[config.mk]
export PLATFORM = sky130hd
export DESIGN_NAME = imem_loader
export DESIGN_NICKNAME = d
export VERILOG_FILES = /design/src/rtl/imem_loader_pkg.sv /design/src/rtl/imem_loader_word_assembler.sv /design/src/rtl/imem_loader.sv
export SDC_FILE = /design/constraint.sdc
export NUM_CORES = 1
export LEC_CHECK = 0
export ABC_CLOCK_PERIOD_IN_PS = 3000
export CORE_UTILIZATION = 50
export CTS_BUF_LIST = sky130_fd_sc_hd__clkbuf_8 sky130_fd_sc_hd__clkbuf_16
export DETAILED_ROUTE_END_ITERATION = 16
export PLACE_DENSITY = 0.74
export SLEW_MARGIN = 40
export SYNTH_ARGS = -nofsm -noshare
export SYNTH_HDL_FRONTEND = slang
export SYNTH_SLANG_ARGS = --single-unit
[constraint.sdc]
create_clock -name i_clk -period 3 [get_ports i_clk]
set_input_delay 0.6 -clock i_clk [delete_from_list [all_inputs] [get_ports i_clk]]
set_output_delay 0.6 -clock i_clk [all_outputs]
set_load 0.005 [all_outputs]
[src/rtl/imem_loader_pkg.sv]
// Shared definitions for the instruction-memory loader and the processor top
// that places the loader in front of the core.
package imem_loader_pkg;

  localparam int IMEM_DEPTH_DEFAULT = 64;
  localparam int HDR_BYTES          = 2;
  localparam int BYTES_PER_WORD     = 4;

  typedef enum logic [1:0] {
    HDR  = 2'd0,
    LOAD = 2'd1,
    RUN  = 2'd2,
    ERR  = 2'd3
  } loader_state_e;

endpackage

[src/rtl/imem_loader_word_assembler.sv]
// Little-endian byte-to-word assembler: the first byte of a word lands in
// bits 7:0, the last in the top byte. The completed word is presented
// combinationally on the strobe of its last byte, so the owner can register
// it on the same edge that accepts that byte.
module word_assembler
  import imem_loader_pkg::*;
(
  input  logic        i_clk,
  input  logic        i_reset,
  input  logic        i_byte_stb,
  input  logic [7:0]  i_byte,
  input  logic        i_clear,
  output logic [31:0] o_word,
  output logic        o_word_valid
);

  localparam int                 IDX_W    = $clog2(BYTES_PER_WORD);
  localparam logic [IDX_W-1:0]   LAST_IDX = IDX_W'(BYTES_PER_WORD - 1);

  logic [IDX_W-1:0]                    r_byte_idx;
  logic [8*(BYTES_PER_WORD-1)-1:0]     r_partial;
  logic                                w_last_byte;

  assign w_last_byte  = i_byte_stb && !i_clear && (r_byte_idx == LAST_IDX);
  assign o_word_valid = w_last_byte;
  assign o_word       = {i_byte, r_partial};

  // Shift earlier bytes down from the top so the oldest ends up in bits 7:0;
  // the byte index only moves on a strobe, so upstream gaps just stall here.
  always_ff @(posedge i_clk) begin
    if (i_reset || i_clear) begin
      r_byte_idx <= '0;
      r_partial  <= '0;
    end else if (i_byte_stb) begin
      if (r_byte_idx == LAST_IDX) begin
        r_byte_idx <= '0;
      end else begin
        r_partial  <= {i_byte, r_partial[8*(BYTES_PER_WORD-1)-1:8]};
        r_byte_idx <= r_byte_idx + IDX_W'(1);
      end
    end
  end

endmodule

[src/rtl/imem_loader.sv]
// Boot loader: takes a byte stream (16-bit word count, then little-endian
// 32-bit words), writes the words into instruction memory and then releases
// the core from reset.
//
// state | meaning
// HDR   | collecting the two-byte word count
// LOAD  | assembling words and writing them to imem
// RUN   | program loaded, core out of reset
// ERR   | word count too large for imem, core held in reset
module imem_loader
  import imem_loader_pkg::*;
#(
  parameter int IMEM_DEPTH = IMEM_DEPTH_DEFAULT,
  parameter int ADDR_W     = $clog2(IMEM_DEPTH)
) (
  input  logic              i_clk,
  input  logic              i_reset,
  input  logic              i_rx_valid,
  input  logic [7:0]        i_rx_data,
  output logic              o_rx_ready,
  input  logic              i_restart,
  output logic              o_imem_we,
  output logic [ADDR_W-1:0] o_imem_addr,
  output logic [31:0]       o_imem_wdata,
  output logic              o_core_reset,
  output logic              o_load_done,
  output logic              o_load_err
);

  localparam logic [15:0] DEPTH16 = 16'(IMEM_DEPTH);

  loader_state_e     r_state;
  loader_state_e     w_state_nxt;

  logic              r_hdr_idx;
  logic [7:0]        r_hdr_lo;
  logic [15:0]       r_count;
  // One bit wider than the address so a full-depth load never wraps to 0.
  logic [ADDR_W:0]   r_word_idx;
  logic              r_imem_we;
  logic [ADDR_W-1:0] r_imem_addr;
  logic [31:0]       r_imem_wdata;

  logic              w_rx_ready;
  logic              w_xfer;
  logic              w_hdr_last;
  logic [15:0]       w_hdr_n;
  logic              w_words_done;
  logic              w_asm_stb;
  logic              w_asm_clear;
  logic [31:0]       w_word;
  logic              w_word_valid;

  assign w_rx_ready   = (r_state == HDR) || (r_state == LOAD);
  assign w_xfer       = i_rx_valid && w_rx_ready;
  assign w_hdr_last   = (r_hdr_idx == 1'(HDR_BYTES - 1));
  assign w_hdr_n      = {i_rx_data, r_hdr_lo};
  assign w_words_done = r_imem_we &&
                        ({{(15 - ADDR_W){1'b0}}, r_word_idx} == r_count);
  assign w_asm_stb    = w_xfer && (r_state == LOAD);
  assign w_asm_clear  = (r_state != LOAD);

  word_assembler u_word_assembler (
    .i_clk        (i_clk),
    .i_reset      (i_reset),
    .i_byte_stb   (w_asm_stb),
    .i_byte       (i_rx_data),
    .i_clear      (w_asm_clear),
    .o_word       (w_word),
    .o_word_valid (w_word_valid)
  );

  // State register.
  always_ff @(posedge i_clk) begin
    if (i_reset) begin
      r_state <= HDR;
    end else begin
      r_state <= w_state_nxt;
    end
  end

  // Next-state decode and state-derived status outputs.
  always_comb begin
    w_state_nxt  = r_state;
    o_core_reset = 1'b1;
    o_load_done  = 1'b0;
    o_load_err   = 1'b0;
    case (r_state)
      HDR: begin
        if (w_xfer && w_hdr_last) begin
          if (w_hdr_n == 16'd0) begin
            w_state_nxt = RUN;
          end else if (w_hdr_n > DEPTH16) begin
            w_state_nxt = ERR;
          end else begin
            w_state_nxt = LOAD;
          end
        end
      end
      LOAD: begin
        // Leave only once the last word's write pulse has been on the port.
        if (w_words_done) begin
          w_state_nxt = RUN;
        end
      end
      RUN: begin
        o_core_reset = 1'b0;
        o_load_done  = 1'b1;
        if (i_restart) begin
          w_state_nxt = HDR;
        end
      end
      ERR: begin
        o_load_err = 1'b1;
        if (i_restart) begin
          w_state_nxt = HDR;
        end
      end
      default: begin
        w_state_nxt = HDR;
      end
    endcase
  end

  // Header capture, word counting and the registered imem write port.
  always_ff @(posedge i_clk) begin
    if (i_reset) begin
      r_hdr_idx    <= 1'b0;
      r_hdr_lo     <= '0;
      r_count      <= '0;
      r_word_idx   <= '0;
      r_imem_we    <= 1'b0;
      r_imem_addr  <= '0;
      r_imem_wdata <= '0;
    end else begin
      r_imem_we <= w_word_valid;
      if (w_word_valid) begin
        r_imem_addr  <= r_word_idx[ADDR_W-1:0];
        r_imem_wdata <= w_word;
        r_word_idx   <= r_word_idx + 1'b1;
      end
      if (r_state == HDR) begin
        if (w_xfer) begin
          if (w_hdr_last) begin
            r_hdr_idx  <= 1'b0;
            r_count    <= w_hdr_n;
            r_word_idx <= '0;
          end else begin
            r_hdr_lo  <= i_rx_data;
            r_hdr_idx <= 1'b1;
          end
        end
      end else begin
        r_hdr_idx <= 1'b0;
      end
    end
  end

  assign o_rx_ready   = w_rx_ready;
  assign o_imem_we    = r_imem_we;
  assign o_imem_addr  = r_imem_addr;
  assign o_imem_wdata = r_imem_wdata;

endmodule
==> results.py <==
metrics = {
    "status": {
        "run_status": "complete, no violations",
    },
    "grt": {
        "grt_start_max_net_pins": 45,
        "global_route.overflow_total": 0,
        "number_of_global_route_vias_before_repair": 2759,
        "wire_length_of_the_first_global_routing_pass_um": 13100,
        "global_route_usage_over_all_layers_pct": 21.9,
        "grt_antenna_before_repair": 0,
    },
    "synthesis": {
        "synthDistinctLibCells": 37,
        "synth-warning-count": 0,
        "syn_std_cell_area_sq_um": 3750,
        "synth_edf_count": 0,
        "synth_register_bits": 99,
        "synth_top_area_share_pct": 52.9,
        "async_reset_ff_share_pct": 0,
        "synth.top_cells.by_area": "sky130_fd_sc_hd__dfxtp_1 (53%), sky130_fd_sc_hd__nand2_1 (18%), sky130_fd_sc_hd__a21oi_1 (12%), sky130_fd_sc_hd__xnor2_1 (2.8%), sky130_fd_sc_hd__buf_2 (1.7%)",
        "synth-seq-area-share_pct": 52.9,
        "netlist_instances": 469,
        "synth_top_flop_cell": "sky130_fd_sc_hd__dfxtp_1",
        "netlist_top_cells_count": "sky130_fd_sc_hd__nand2_1 (182), sky130_fd_sc_hd__dfxtp_1 (99), sky130_fd_sc_hd__a21oi_1 (88)",
        "syn_area_per_cell_sq_um": 7.99,
        "synth.largest_area_cell": "sky130_fd_sc_hd__dfxtp_1",
        "synth_fp_nets": 483,
        "synthMostInstantiatedCell": "sky130_fd_sc_hd__nand2_1",
    },
    "detailed_routing": {
        "antenna_left": 0,
        "drt_wl_total_um": 7950,
        "wl_per_cell_um": 12.9,
        "drc_errors": 0,
        "detailroute.via_count": 3140,
        "avgViaCountPerCell": 5.11,
        "drt-initial-drc-count": 147,
        "drtPass1Iterations": 4,
    },
    "clock_network": {
        "numCtsBuffers": 9,
        "ctsHtreeMaxLevel": 3,
        "worst_setup_hold_path_clk_slew_ns": 0.10,
        "cts_tree": "done",
        "insertion_delay_ns": 0.36,
        "ctsLongestPathBuffers": 2,
        "cts_root_buffer": "sky130_fd_sc_hd__clkbuf_8",
        "clock_sink_count": 99,
        "post_cts_resize_count": 0,
        "cts_post_setup_buffers_inserted": 0,
        "cts_hold_buf": 0,
    },
    "setup_path": {
        "worst-path-max-fanout": 15,
        "critical-path-top-delay-family": "flip-flops",
        "setup.worst_path.start_class": "flop",
        "arrival_ns": 1.73,
        "critical_path_class": "flop to output port",
        "cp_cell_sequence": "nand2b_1 > clkdlybuf4s50_1",
        "setup_crit_end_kind": "output port",
        "worst_ep_required_time_ns": 2.40,
        "critical_path.max_stage_delay_ns": 0.68,
        "path_buf_inv": 1,
        "cpMaxStageDelayCell": "sky130_fd_sc_hd__dfxtp_1",
    },
    "power_and_ir_drop": {
        "power_density_nw_per_um2": 526,
        "vdd_drop_max_mv": 0.303,
        "totalPowerFinal_mw": 2.37,
        "cellLeakagePower_nw": 1.46,
    },
    "die": {
        "placeable_core_region_sq_um": 7250,
        "die_width_um": 88.6,
        "initial_standard_cell_utilization_of_the_core_pct": 51.6,
        "fp.dieArea_sq_um": 7840,
        "row_count": 31,
        "fp.dieH_um": 88.6,
        "num_io_pins": 55,
    },
    "timing": {
        "timing_hold_violations_final": 0,
        "grt_setup_unrepaired": "no",
        "final_period_minus_worst_setup_slack_ns": 2.33,
        "transition_time_at_the_pin_with_the_least_slew_margin_ns": 0.727,
        "layout_worst_path_cycle_share_pct": 77.8,
        "setup-violations-final": 0,
        "max-slew-margin-rel_pct": 51.4,
        "setup-tns-final_ns": 0,
        "worst_clock_skew_ns": 0.00773,
        "fmax_ghz": 0.428,
        "slew_viol_final": 0,
    },
    "placement": {
        "hpwlAfterDp_um": 5330,
        "io_buffer_count": 54,
        "routabilityCongestion": 0.764,
        "dpl.cell_count": 599,
    },
    "cells_and_area": {
        "fillCellCount": 641,
        "multiInputGateArea_sq_um": 1610,
        "finish.cell_count_without_fillers": 615,
        "antenna-diode-count": 0,
        "ff_latch_area_sq_um": 1980,
        "final_layout_size_suffix_gt1_share_pct": 6.20,
        "syn_to_final_growth_pct": 20.2,
        "layout.nets": 525,
        "final_core_util_pct": 62.1,
    },
    "job": {
        "timing.max_cap.violations": 0,
    },
    "hold_path": {
        "hp-class": "flop to flop",
    },
}
-- worst paths after layout --
kind                    from  slack [ns]  cells after the start                to
max               r_state[0]        0.67                      2      o_core_reset
min          o_imem_wdata[0]        0.46                      2   o_imem_wdata[0]
max reg2reg       r_state[0]        1.20                      4  o_imem_wdata[16]
min reg2reg  o_imem_wdata[0]        0.46                      2   o_imem_wdata[0]
-- sequential cells by signal, indices dropped and copies added, names as in the netlist --
register,cells
o_imem_addr,6
o_imem_wdata,32
o_imem_we,1
r_count,16
r_hdr_idx,1
r_hdr_lo,8
r_state,2
r_word_idx,7
u_word_assembler.r_byte_idx,2
u_word_assembler.r_partial,24
-- metal layers --
layer | track usage [%] | vias up | share of wire [%]
li1 | - | 1617 | -
met1 | 30.8 | 1437 | 50
met2 | 33.6 | 75 | 45
met3 | 3.64 | 11 | 4.0
met4 | 8.80 | 0 | 1.6
met5 | 0 | - | 0
-- area by class of cell --
cell class / count / share of cell area, %
inverter: 4 / 0.333
clock inverter: 7 / 1.28
tap: 99 / 2.75
timing repair buffer: 61 / 13.1
clock buffer: 9 / 2.75
sequential: 99 / 44.0
multi-input combinational: 336 / 35.8
-- report_power, final --
group	internal, mW	total (mW)	leakage [nW]	switching [mW]
combinational	0.0750	0.192	0.573	0.117
sequential	1.34	1.37	0.799	0.0342
clock	0.315	0.801	0.0886	0.487
-- metrics by stage --
| stage | instance area, sq um | hold WS, ns | setup WS, ns |
|---|---|---|---|
| after detailed placement | 4320 | 0.445 | 0.429 |
| after floorplan | 3750 | 0.432 | 1.33 |
| after global routing | 4500 | 0.480 | 0.562 |
| after CTS | 4500 | 0.460 | 0.661 |
| final | 4500 | 0.458 | 0.665 |
| after global placement | 4320 | 0.442 | 0.484 |
-- worst register-to-register path, delay by kind of cell, from the launching register on --
family                 cells  cell delay, ns
buffers and inverters      1            0.35
DFF                        1            0.68
and+or+nand+nor            2            0.57
AOI/OAI and AO/OA          1            0.14
-- cells in the final DEF, fill, tap and decap left out, types with 2 or more instances in the layout --
cell type,n
sky130_fd_sc_hd__clkinvlp_4,2
sky130_fd_sc_hd__nand4_1,3
sky130_fd_sc_hd__dfxtp_1,99
sky130_fd_sc_hd__nor3_1,5
sky130_fd_sc_hd__xor2_1,2
sky130_fd_sc_hd__nor4_1,3
sky130_fd_sc_hd__clkdlybuf4s50_1,53
sky130_fd_sc_hd__clkbuf_8,9
sky130_fd_sc_hd__nand3_1,3
sky130_fd_sc_hd__nand2_1,182
sky130_fd_sc_hd__ha_1,2
sky130_fd_sc_hd__inv_1,4
sky130_fd_sc_hd__xnor2_1,12
sky130_fd_sc_hd__buf_4,7
sky130_fd_sc_hd__nor4_2,2
sky130_fd_sc_hd__inv_6,3
sky130_fd_sc_hd__nor2_1,14
sky130_fd_sc_hd__a21oi_1,88
-- cells by family (layout without fill, tap and decap cells) --
kind of cell               Yosys count  count (layout)  synth area share [%]
and+or+nand+nor                    224             224                  25.5
DFF                                 99              99                  52.9
AOI/OAI and AO/OA                   94              94                  13.1
buffers and inverters               34              81                  4.04
xor gates and xnor gates            14              14                  3.27
adders and majority gates            2               2                 0.668
muxes                                2               2                 0.568
(Power assumes the default switching activity.)
==> RTL change 1, RTL diff (same flow settings) <==
Set the package constant `IMEM_DEPTH_DEFAULT` to 128 (it was 64).
--- a/src/rtl/imem_loader_pkg.sv
+++ b/src/rtl/imem_loader_pkg.sv
@@ -3,5 +3,5 @@
 package imem_loader_pkg;
 
-  localparam int IMEM_DEPTH_DEFAULT = 64;
+  localparam int IMEM_DEPTH_DEFAULT = 128;
   localparam int HDR_BYTES          = 2;
   localparam int BYTES_PER_WORD     = 4;
Ports: changed (resized o_imem_addr); port bits go from 55 to 56. The function was not compared with the original's and may differ.
==> RTL change 1 against the unedited design <==
- total power is 1.4% lower
- setup slack better by 0.043 ns
- count of clock-buffer cells in the layout stayed put
- routed wire length is 3.6% higher
- global-route usage is 0.19 points higher
- area after synthesis is 1.9% higher
- critical endpoint is now o_load_err
- synthesized cell count is 1.9% higher
- largest cell class unchanged
- final area is 2.0% higher
- largest power group unchanged
- sequential cell count is 2 higher
==> RTL change 1: results (changes against the unedited design) <==
synthesis:
  synth.net_count: 492  # was 483
  synth.area.top_cells: "sky130_fd_sc_hd__dfxtp_1 (53%), sky130_fd_sc_hd__nand2_1 (18%), sky130_fd_sc_hd__a21oi_1 (12%)"  # unchanged
  yosysSeqAreaShare_pct: 52.97  # was 52.91%
  post_synth_fa_ha_maj_area_fraction_pct: 0.6555  # was 0.6680%
  post_synth_num_cell_types: 33  # was 37
  mux_cell_area_share_after_synthesis_pct: 0.5572  # was 0.5678%
  yosys.area_share.xor_xnor_pct: 3.900  # was 3.273%
  synth_commonest_cells: "sky130_fd_sc_hd__nand2_1 (183), sky130_fd_sc_hd__dfxtp_1 (101), sky130_fd_sc_hd__a21oi_1 (89), sky130_fd_sc_hd__clkbuf_1 (17), sky130_fd_sc_hd__nor2_1 (15)"  # was sky130_fd_sc_hd__nand2_1 (182), sky130_fd_sc_hd__dfxtp_1 (99), sky130_fd_sc_hd__a21oi_1 (88), sky130_fd_sc_hd__clkbuf_1 (14), sky130_fd_sc_hd__nor2_1 (14)
place:
  place_hpwl_um: 5603  # was 5331 µm
  placedInstanceArea_mm2: 0.004415  # was 0.004322 mm²
  post-place-cells: 610  # was 599
status:
  run_status: "finished, final reports clean"  # unchanged
drt:
  via_count: 3211  # was 3,140
  post_drt_wl_per_cell_um: 13.16  # was 12.92 µm
  met3_length_um: 388  # was 319 µm
worst_hold_path:
  hold_end: "o_imem_addr[5]"  # was o_imem_wdata[0]
global_routing:
  groute.usage.overall_pct: 22.09  # was 21.91%
  grt_pass1_wl_um: 13430  # was 13,070 µm
  grt_pass1_vias: 2805  # was 2,759
  maximum_number_of_pins_on_one_net_before_global_route_repair: 51  # was 45
cells_and_area:
  nNetsFinal: 536  # was 525
  post_layout_nonfiller_instances: 626  # was 615
worst_setup_path:
  setup.worst_path.end: "o_load_err"  # was o_core_reset
  ff2ff_path_depth: 6  # was 4
timing:
  setup_skew_after_layout_ns: 0.008775  # was 0.007728 ns
  hold_slack_ns: 0.4567  # was 0.4579 ns
power_and_ir_drop:
  leakage_nw: 1.490  # was 1.460 nW
==> RTL change 1: changes by cell type after synthesis, moves of 2 or more <==
| cell | before | now |
|---|---|---|
| sky130_fd_sc_hd__dfxtp_1 | 99 | 101 |
| sky130_fd_sc_hd__xor2_1 | 2 | 4 |
| sky130_fd_sc_hd__nor4_2 | 2 | 0 |
| sky130_fd_sc_hd__nor2_2 | 0 | 2 |
| sky130_fd_sc_hd__nor3_1 | 5 | 3 |
| sky130_fd_sc_hd__nor4_1 | 3 | 6 |
| sky130_fd_sc_hd__clkbuf_1 | 14 | 17 |
==> RTL change 1: logic make-up after synthesis <==
logic type	after synthesis
xor gates and xnor gates	17
muxes	2
DFF	101
and+or+nand+nor	228
AOI/OAI and AO/OA	93
buffers and inverters	35
adders and majority gates	2
==> RTL change 1: power by group <==
group          leakage [nW]  switching, mW  total, mW  internal (mW)
logic                 0.592          0.105      0.171         0.0662
clock network        0.0832          0.473      0.777          0.304
registers             0.815         0.0234       1.39           1.36
==> RTL change 1: routing by layer <==
layer | vias up | global-route usage [%]
li1 | 1641 | -
met1 | 1478 | 29.97
met2 | 82 | 34.35
met3 | 10 | 5.263
met4 | 0 | 8.081
met5 | - | 0
==> RTL change 1: area by class of cell <==
type / instances / area [µm²] / share of cell area [%]
Sequential cell: 101 / 2022 / 44.03
Multi-Input combinational cell: 342 / 1638 / 35.67
Timing Repair Buffer: 65 / 620.6 / 13.51
Clock buffer: 9 / 123.9 / 2.698
Tap cell: 99 / 123.9 / 2.698
Clock inverter: 7 / 52.55 / 1.144
Inverter: 3 / 11.26 / 0.2452
==> RTL change 1: worst max-delay path: cells and delay by family, from the launching register on <==
family,cells,cell delay (ns)
simple gates,1,0.12
buf+inv,2,0.65
flops,1,0.55
==> RTL change 2, RTL diff (config.mk and constraints unchanged) <==
Made on the original files. Encoding of `loader_state_e`: now Gray code (2 bits for 4 states).
--- a/src/rtl/imem_loader_pkg.sv
+++ b/src/rtl/imem_loader_pkg.sv
@@ -8,8 +8,8 @@
 
   typedef enum logic [1:0] {
-    HDR  = 2'd0,
-    LOAD = 2'd1,
-    RUN  = 2'd2,
-    ERR  = 2'd3
+    HDR  = 2'b00,
+    LOAD = 2'b01,
+    RUN  = 2'b11,
+    ERR  = 2'b10
   } loader_state_e;
 
Check against the original RTL: same outputs for any inputs over 4 cycles, from zero or initial values and one cycle with i_reset high; so few cycles prove little.
==> RTL change 2 against the unedited design <==
- routed wire length up 2.5%
- first-iteration DRC count up 5.4%
- setup slack better by 0.11 ns
- critical path depth up 1
- largest cell class unchanged
- die area down 1.2%
- area after synthesis down 1.3%
- final area down 1.4%
- total power down 6.2%
- highest routed layer unchanged
- sequential cell count unchanged
==> RTL change 2: results (changes against the unedited design) <==
synthesis:
  synth-async-reset-ratio_pct: 0  # unchanged
  yosysSeqAreaShare_pct: 53.59  # was 52.91%
  synth.net_count: 482  # was 483
  post_synth_num_cell_types: 33  # was 37
  synth.area.top_cells: "sky130_fd_sc_hd__dfxtp_1 (54%), sky130_fd_sc_hd__nand2_1 (19%), sky130_fd_sc_hd__a21oi_1 (12%)"  # was sky130_fd_sc_hd__dfxtp_1 (53%), sky130_fd_sc_hd__nand2_1 (18%), sky130_fd_sc_hd__a21oi_1 (12%)
  synthesized_area_divided_by_synthesized_cell_count_um2: 7.903  # was 7.987 µm²
global_routing:
  grt_pass1_wl_um: 13390  # was 13,070 µm
  groute.usage.overall_pct: 22.69  # was 21.91%
  maximum_number_of_pins_on_one_net_before_global_route_repair: 54  # was 45
  grt_pass1_vias: 2902  # was 2,759
place:
  placedInstanceArea_mm2: 0.004265  # was 0.004322 mm²
  post-place-cells: 592  # was 599
  place_hpwl_um: 5611  # was 5331 µm
  finalWeightedCongestion: 0.8053  # was 0.7642
cells_and_area:
  nNetsFinal: 521  # was 525
  drive_above_1_share_pct: 5.078  # was 6.202%
drt:
  detail_route.vias_per_cell: 5.197  # was 5.106
  via_count: 3160  # was 3,140
  post_drt_wl_per_cell_um: 13.40  # was 12.92 µm
worst_setup_path:
  critical-path-max-stage-delay_ns: 0.53  # was 0.68 ns
  path_max_fanout: 9  # was 15
  critPathTopFamily: "buffers and inverters"  # was flip-flops
  crit_arrival_ns: 1.62  # was 1.73 ns
power_and_ir_drop:
  leakage_nw: 1.468  # was 1.460 nW
  power.ir.vdd_worst_mv: 0.3255  # was 0.3029 mV
status:
  run_status: "finished, final reports clean"  # unchanged
timing:
  setup_skew_after_layout_ns: 0.01098  # was 0.007728 ns
clocking:
  cts-root-to-sink-buffers: 2  # unchanged
-- RTL change 2: cell families after synthesis --
family | Yosys count | synth area share, %
muxes | 2 | 0.5751
adders and majority gates | 2 | 0.6765
buffers and inverters | 34 | 4.229
DFF | 99 | 53.59
xor gates and xnor gates | 14 | 3.315
AOI/OAI and AO/OA | 94 | 13.09
and+or+nand+nor | 223 | 24.53
-- RTL change 2: path summary, 6_finish.rpt --
path | start | endpoint | slack [ns] | cells past startpoint
min reg2reg | o_imem_wdata[2] | o_imem_wdata[2] | 0.45 | 2
max reg2reg | r_state[0] | u_word_assembler.r_byte_idx[0] | 1.06 | 5
max | r_state[1] | o_load_err | 0.78 | 3
min | o_imem_wdata[2] | o_imem_wdata[2] | 0.45 | 2
-- RTL change 2: worst min-delay path, cell delays in order, from the launching register on --
cell	delay, ns
sky130_fd_sc_hd__dfxtp_1	0.32
sky130_fd_sc_hd__nand2_1	0.05
sky130_fd_sc_hd__a21oi_1	0.05
-- RTL change 2: cell type report --
type,count,area [µm²]
timing repair buffer,60,593.1
fill,660,2544
clock inverter,6,35.03
inverter,2,7.507
sequential,99,1982
tap,96,120.1
clock buffer,10,137.6
multi-input combinational,335,1563
-- RTL change 2: through the flow --
step                      util (%)  setup slack, ns
final                        63.57           0.7773
after global routing         63.57           0.6908
after CTS                    63.57           0.7567
after detailed placement     61.09           0.5460
after global placement       61.06           0.6030
after floorplan                  -            1.332
-- RTL change 2: per-layer routing --
metal  global-route usage, %  vias up  routed length [µm]
met5                       0        -                   0
met4                   7.154        0                  90
met3                   5.278        9                 378
met2                   37.49       80                4015
met1                   29.43     1474                3664
li1                        -     1597                   -
-- RTL change 2: report_power, final --
part           leakage (nW)  total (mW)  internal (mW)  switching [mW]
Clock                0.0923       0.750          0.317           0.433
Sequential            0.799        1.35           1.33          0.0175
Combinational         0.577       0.120         0.0455          0.0746
Total                  1.47        2.22           1.69           0.525
